File: src/rtl/xbar_slave_arb.sv
// xbar_slave_arb
//   Round-robin request arbiter for one crossbar slave port. Merges MASTERS
//   67-bit request channels into a single req/ack stream toward the
//   slave-side request buffer. Records the master index of each accepted
//   read in a tag FIFO and steers read responses back to the originating
//   master in order.
//
// Ports
//   clk_i       rising-edge clock
//   rst_i       asynchronous active-high reset
//   m_req_bi    per-master request
//   m_data_bi   per-master packet, master k at [k*67 +: 67]; bit 66 = write
//   m_ack_bo    per-master accept strobe (combinational)
//   m_resp_bo   per-master read-response strobe (registered)
//   m_rdata_bo  read data shared by all masters, valid with m_resp_bo
//   s_req_o     request to buffer (combinational)
//   s_data_bo   selected packet (combinational)
//   s_ack_i     buffer accept
//   s_resp_i    slave read response
//   s_rdata_bi  slave read data
//   err_o       sticky protocol error
//
// Build option
//   XBAR_ARB_ERR_EN  when defined, err_o flags a response with no
//                    outstanding tag, or a locked master changing its
//                    packet while held. When undefined err_o is tied 0.

module xbar_slave_arb #(
  parameter int MASTERS   = 4,
  parameter int TAG_DEPTH = 4
) (
  input  logic                   clk_i,
  input  logic                   rst_i,
  input  logic [MASTERS-1:0]     m_req_bi,
  input  logic [MASTERS*67-1:0]  m_data_bi,
  output logic [MASTERS-1:0]     m_ack_bo,
  output logic [MASTERS-1:0]     m_resp_bo,
  output logic [31:0]            m_rdata_bo,
  output logic                   s_req_o,
  output logic [66:0]            s_data_bo,
  input  logic                   s_ack_i,
  input  logic                   s_resp_i,
  input  logic [31:0]            s_rdata_bi,
  output logic                   err_o
);

  localparam int DW = 67;
  localparam int IW = $clog2(MASTERS);
  localparam int TW = $clog2(TAG_DEPTH);

  typedef enum logic {FREE, LOCK} state_t;

  state_t          state_q, state_d;
  logic [IW-1:0]   rr_ptr_q, lock_idx_q;
  logic [IW-1:0]   free_grant, cand, grant;
  logic [DW-1:0]   grant_data;
  logic            grant_write;
  logic            transfer;

  logic [IW-1:0]   tag_mem [TAG_DEPTH];
  logic [TW-1:0]   wr_ptr_q, rd_ptr_q;
  logic [TW:0]     count_q;
  logic            tag_full, tag_empty, push, pop;
  logic [IW-1:0]   head;
  logic [MASTERS-1:0] head_onehot;

  // Search backwards so the lowest cyclic offset from rr_ptr wins.
  // NOTE: every combinational output gets a default before any branch so no
  // path leaves it unassigned and no latch is inferred.
  always_comb begin
    free_grant = rr_ptr_q;
    cand       = '0;
    for (int i = MASTERS - 1; i >= 0; i--) begin
      cand = IW'((int'(rr_ptr_q) + i) % MASTERS);
      if (m_req_bi[cand]) free_grant = cand;
    end
  end

  assign grant       = (state_q == LOCK) ? lock_idx_q : free_grant;
  assign grant_data  = m_data_bi[int'(grant)*DW +: DW];
  assign grant_write = grant_data[DW-1];

  assign tag_full  = (count_q == (TW+1)'(TAG_DEPTH));
  assign tag_empty = (count_q == '0);

  // A read cannot be offered while no tag slot is free; writes never stall.
  assign s_req_o   = m_req_bi[grant] & ~(~grant_write & tag_full);
  assign s_data_bo = grant_data;
  assign transfer  = s_req_o & s_ack_i;

  always_comb begin
    m_ack_bo = '0;
    if (transfer) m_ack_bo[grant] = 1'b1;
  end

  // Lock holds the grant across a stalled request; it is released either by
  // the transfer or by the held master withdrawing its request.
  always_comb begin
    state_d = state_q;
    case (state_q)
      FREE: if (s_req_o && !s_ack_i) state_d = LOCK;
      LOCK: if (transfer || !m_req_bi[lock_idx_q]) state_d = FREE;
      default: state_d = FREE;
    endcase
  end

  // NOTE: sequential state uses non-blocking assignments so every register
  // samples pre-edge values regardless of statement order.
  always_ff @(posedge clk_i or posedge rst_i) begin
    if (rst_i) begin
      state_q    <= FREE;
      rr_ptr_q   <= '0;
      lock_idx_q <= '0;
    end else begin
      state_q <= state_d;
      if (state_q == FREE) lock_idx_q <= free_grant;
      if (transfer) rr_ptr_q <= (grant == IW'(MASTERS-1)) ? '0 : grant + 1'b1;
    end
  end

  // Tag FIFO. tag_full is the pre-pop flag, so a pop in the same cycle does
  // not open space for a push until the next cycle.
  assign push = transfer & ~grant_write & ~tag_full;
  assign pop  = s_resp_i & ~tag_empty;
  assign head = tag_mem[rd_ptr_q];

  always_comb begin
    head_onehot = '0;
    for (int i = 0; i < MASTERS; i++) head_onehot[i] = (head == IW'(i));
  end

  // NOTE: tag storage is not reset; pointers and count define validity, so
  // stale contents are never observed.
  always_ff @(posedge clk_i) begin
    if (push) tag_mem[wr_ptr_q] <= grant;
  end

  always_ff @(posedge clk_i or posedge rst_i) begin
    if (rst_i) begin
      wr_ptr_q   <= '0;
      rd_ptr_q   <= '0;
      count_q    <= '0;
      m_resp_bo  <= '0;
      m_rdata_bo <= '0;
    end else begin
      if (push) wr_ptr_q <= wr_ptr_q + 1'b1;
      if (pop)  rd_ptr_q <= rd_ptr_q + 1'b1;
      case ({push, pop})
        2'b10:   count_q <= count_q + 1'b1;
        2'b01:   count_q <= count_q - 1'b1;
        default: count_q <= count_q;
      endcase
      m_resp_bo <= pop ? head_onehot : '0;
      if (pop) m_rdata_bo <= s_rdata_bi;
    end
  end

`ifdef XBAR_ARB_ERR_EN
  logic [DW-1:0] lock_data_q;

  always_ff @(posedge clk_i or posedge rst_i) begin
    if (rst_i) begin
      lock_data_q <= '0;
      err_o       <= 1'b0;
    end else begin
      if (state_q == FREE) lock_data_q <= grant_data;
      if ((s_resp_i && tag_empty) ||
          (state_q == LOCK && m_req_bi[lock_idx_q] && grant_data != lock_data_q))
        err_o <= 1'b1;
    end
  end
`else
  assign err_o = 1'b0;
`endif

endmodule

File: config.mk
export PLATFORM = sky130hd
export DESIGN_NAME = xbar_slave_arb
export DESIGN_NICKNAME = d
export VERILOG_FILES = /design/src/rtl/xbar_slave_arb.sv
export SDC_FILE = /design/constraint.sdc
export NUM_CORES = 1
export LEC_CHECK = 0
export CAP_MARGIN = 20
export CORE_AREA = 2 2 161 163
export DETAILED_ROUTE_END_ITERATION = 10
export DIE_AREA = 0 0 163 165
export SYNTH_ARGS = -nofsm -noshare
export SYNTH_HDL_FRONTEND = slang
export SYNTH_SLANG_ARGS = --single-unit
File: constraint.sdc
create_clock -name clk_i -period 4.6 [get_ports clk_i]
set_input_delay 1.15 -clock clk_i [delete_from_list [all_inputs] [get_ports clk_i]]
set_output_delay 1.15 -clock clk_i [all_outputs]
set_load 0.01 [all_outputs]
# Word-level counts from Yosys, hierarchy flattened
# Memory sizes are Yosys's and may differ from the RTL's.
# Cells that the tools add are included.
# word_totals
reg_bits	48
ramBits	8
in_bits	308
out_inout_bits	109
word_cells	80
memories	1
# op_classes
n_addsub	8
multipliers	1
magnitude_cmp	7
n_eq_ne	7
shift	1
n_mux	28
bitwise	11
reduce_logical	8
# memory_table
memory	depth	word_bits	read_ports	rd_ports_with_merged_regs	write_ports	line_no	rtl
tag_mem	4	2	1	0	1	60	logic [IW-1:0] tag_mem [TAG_DEPTH];
# ops
operator	n
variable part select 268 x 10 -> 67 bit	1
< comparator 2 x 3 -> 1 bit, second input constant	6
binary-select mux 1 bit (select 2 bit)	6
2-to-1 mux 2 bit	6
2-to-1 mux 1 bit	11
multiplier 2 x 7 -> 9 bit, second input constant	1
adder 2 x 1 -> 2 bit, second input constant	4
== test 2 bit, second input constant	4
2-to-1 mux 4 bit	2
AND 1 bit	6
one-hot mux 3 bit (2 select lines)	1
NOT 1 bit	5
adder 2 bit, second input constant	2
== test 2 x 1 -> 1 bit, second input constant	2
adder 3 x 1 -> 3 bit, second input constant	1
== test 3 bit, second input constant	1
logical NOT 3 bit	1
subtractor 3 x 1 -> 3 bit, second input constant	1
demux 1 bit (select 2 bit)	1
greater-or-equal comparator 2 x 1 -> 1 bit, second input constant	1
logical AND 1 bit	2
logical NOT 1 bit	2
logical NOT 2 bit	1
one-hot mux 1 bit (2 select lines)	1
2 further kinds	2

# Depth between registers and ports, before layout
# logic_depth
ltp_word	19
depth_mapped	16
mapped_depth_nobuf	13

# Worst setup path before layout
# No wires, ideal clock.
# synth_timing
kind	in2out
start	in m_req_bi[1]
end	out s_data_bo[12]
arrival_time_ns	2.973
t_required_ns	3.450
path_slack_ns	0.477
stages	7
path_buffers	2
cell_sequence	or2_2 > a21oi_1 > o41ai_4 > inv_2 > buf_4 > buf_2 > mux4_2
# synth_via
elab_chain_len	9
word_cells_on_any_way	15
cone_classes	mul: 1; shift: 1; mux: 13
# synth_lines
element	line_no	rtl
from (decl)	34	input logic [MASTERS-1:0] m_req_bi,
binary-select mux 1 bit (select 2 bit)	75	if (m_req_bi[cand]) free_grant = cand;
2-to-1 mux 1 bit (implied by the code)	75	
2-to-1 mux 2 bit (3 in series)	75	
2-to-1 mux 2 bit *	75	
2-to-1 mux 2 bit *	--	
net grant[0]	55	logic [IW-1:0] free_grant, cand, grant;
multiplier 2 x 7 -> 9 bit *	80	assign grant_data = m_data_bi[int'(grant)*DW +: DW];
variable part select 268 x 10 -> 67 bit *	80	
to (decl)	40	output logic [66:0] s_data_bo,
# Mark *: on every way through the listed nets, which the timed path passes. The rest lies on a longest branch. The select of a mux whose other input is x is not followed.

# Worst setup path in the final report
# layout_timing
start	in m_req_bi[3]
end	out s_data_bo[4]
# The elaborated chain is that of the path after synthesis.

==> metrics.txt <==
pins over their slew limit=0; Initial DRC Count=306; crit path launch type=primary input; final worst-path cycle share=98.4%; measured slew at the worst slew-check pin=0.559 ns; Die ar.=26900 µm²; RSZ-0062 raised after global routing=false; number of synthesized flops with an enable pin=8; reg2reg path depth=14; VDD IR max=0.000333 V; WP data arrival=3.37 ns; skew final=0.0102 ns; Worst Hold Depth=2; router iterations before antenna repair=4; CTS tree=yes; Initial Util=16.4%; fin crit period=4.52 ns; Sink Count=56; net count of the mapped netlist=654; global-route wire length before repair=32.0 mm; highest clock rate=221 MHz; vias in the first global route=4880; I/O pin cnt=417; crit path kind=in -> out; PD cells=591 nW/µm²; Die Width=163 µm; GPL Wtd Cong=0.842; synth warn=0; H-Tree Depth=2; most common cell after layout, fill and taps aside=clkdlybuf4s50_1; setup ws final=0.0755 ns; Fin. Hold Viols=0; ys async rst share=85.7%; post-synth design cell area=4100 µm²; register area share after synthesis=35.1%; Area after DPL=8820 µm²; Non-Filler Instances=1112; Min Hold Slack=0.474 ns; area grow syn2layout=124%; MaxCap Viol Count=0; CP Max Fanout=6; DPL Wire Length=20.1 mm; antenna violations before repair=4; WL/cell=21.3 µm; commonest non-fill, non-tap cells in the layout=clkdlybuf4s50_1, nand2_1, mux4_2, dlygate4sd2_1, dfrtp_1; worst path required time=3.45 ns; ys flop type=dfrtp_1; Distinct cells, synth=36; dpl cells=1087; status=complete, no violations; Overflow after GRT=0; largest net degree at the start of global routing=49; Setup-failing EPs final=0; Root Driver=clkbuf_16; HP Class=reg -> reg; relative slew slack=62.7%; CTS buffer count=5; PortBufs=415; DRT antenna net count=0; via count=4664; P_leak=3.79 nW; CP endpoint kind=output pin; average size of a mapped cell=12.2 µm²; row count=58; core area=25000 µm²; Post-Synthesis Cells=336; share of layout cells above drive strength 1=21.0%; CTS max path bufs=2; DR vias/cell=4.19; post-layout util=36.7%; Post-Place Worst Slack=-0.537 ns; Total Neg Setup Slack=0 ns; Fillers=2537; register bit total from synthesis=56; hold_buf cts=0; worst skew pair latency=0.29 ns; Nets=1098; gr usage total=16.5%; Total Power=5.43 mW; die height=165 µm; DRC=0; final wirelength=23.7 mm; Final Cell Area=9180 µm²; Worst-path clk slew=0.07 ns
## what timing repair did
| action | CTS | global route |
|---|---|---|
| pin swaps | 3 | 0 |
| setup endpoints to repair | 72 | 14 |
| resized for setup | 126 | 7 |
| cloned | 3 | 0 |
| setup buffers | 11 | 1 |
## path summary, 6_finish.rpt
path	start	end	slack (ns)
max	m_req_bi[3]	s_data_bo[4]	0.08
max reg2reg	rr_ptr_q[1]$_DFFE_PP0P_	count_q[2]$_DFFE_PP0P_	1.41
min in group asynchronous	rst_i	m_rdata_bo[31]$_DFFE_PP0P_	1.23
min	m_rdata_bo[22]$_DFFE_PP0P_	m_rdata_bo[22]$_DFFE_PP0P_	0.47
max in group asynchronous	rst_i	m_rdata_bo[8]$_DFFE_PP0P_	2.84
min reg2reg	m_rdata_bo[22]$_DFFE_PP0P_	m_rdata_bo[22]$_DFFE_PP0P_	0.47
## power breakdown
group	switching [mW]	leakage (nW)	internal (mW)	total, mW
registers	0.137	0.659	0.686	0.823
clock network	0.185	0.0680	0.206	0.391
logic	1.91	3.07	2.30	4.21
total	2.23	3.79	3.19	5.43
## registers in the layout, summed over array words and instances (netlist names)
name	cells
tag_mem	8
rr_ptr_q	2
rd_ptr_q	2
count_q	3
state_q	1
m_resp_bo	4
wr_ptr_q	2
lock_idx_q	2
m_rdata_bo	32
## kinds of logic after synthesis
kind of cell	count (synthesis)	synth area share, %
xor gates and xnor gates	6	1.28
other	1	0.0914
muxes	79	40.5
DFF	56	35.1
and+or+nand+nor	132	12.8
buffers and inverters	39	4.09
adders and majority gates	10	3.23
AOI/OAI and AO/OA	13	2.84
## layer usage
| metal | GRT usage [%] | vias up | part of all wire [%] | routed length [µm] |
|---|---|---|---|---|
| li1 | - | 2124 | - | - |
| met1 | 21.8 | 2258 | 41 | 9610 |
| met3 | 8.31 | 12 | 14 | 3190 |
| met5 | 0 | - | 0.16 | 37 |
| met2 | 25.1 | 264 | 45 | 10700 |
| met4 | 1.41 | 6 | 0.27 | 65 |
## critical path, stage by stage
cell and delay, ns:
clkdlybuf4s15_2 0.25, mux2i_1 0.09, and2_4 0.18, o41ai_4 0.39, bufinv_8 0.28, buf_12 0.15
buf_4 0.13, mux4_2 0.43, dlygate4sd2_1 0.31
## area by class of cell
cell class	instances	area, µm²	area share, %
clock buffer	5	125	1.36
inverter	15	70.1	0.763
multi-input combinational	241	2570	28.0
timing repair inverter	1	8.76	0.0954
timing repair buffer	460	4520	49.3
tap	330	413	4.50
sequential	56	1440	15.7
antenna	1	2.50	0.0273
clock inverter	3	26.3	0.286
## synthesized netlist by cell type, types with 2 or more instances
cell type | instances | area share, %
a21oi_1 | 3 | 0.37
and2_1 | 5 | 0.76
and3_1 | 2 | 0.31
buf_2 | 11 | 1.3
buf_4 | 2 | 0.37
clkbuf_1 | 10 | 0.92
dfrtp_1 | 48 | 29
edfxtp_1 | 8 | 5.9
ha_1 | 9 | 2.7
inv_1 | 12 | 1.1
inv_2 | 3 | 0.27
mux2_2 | 3 | 0.82
mux2i_1 | 6 | 1.5
mux4_2 | 69 | 38
nand2_1 | 110 | 10
nor2_1 | 10 | 0.92
o31ai_1 | 2 | 0.37
xnor2_1 | 4 | 0.85
xor2_1 | 2 | 0.43
(Power assumes the default switching activity.)
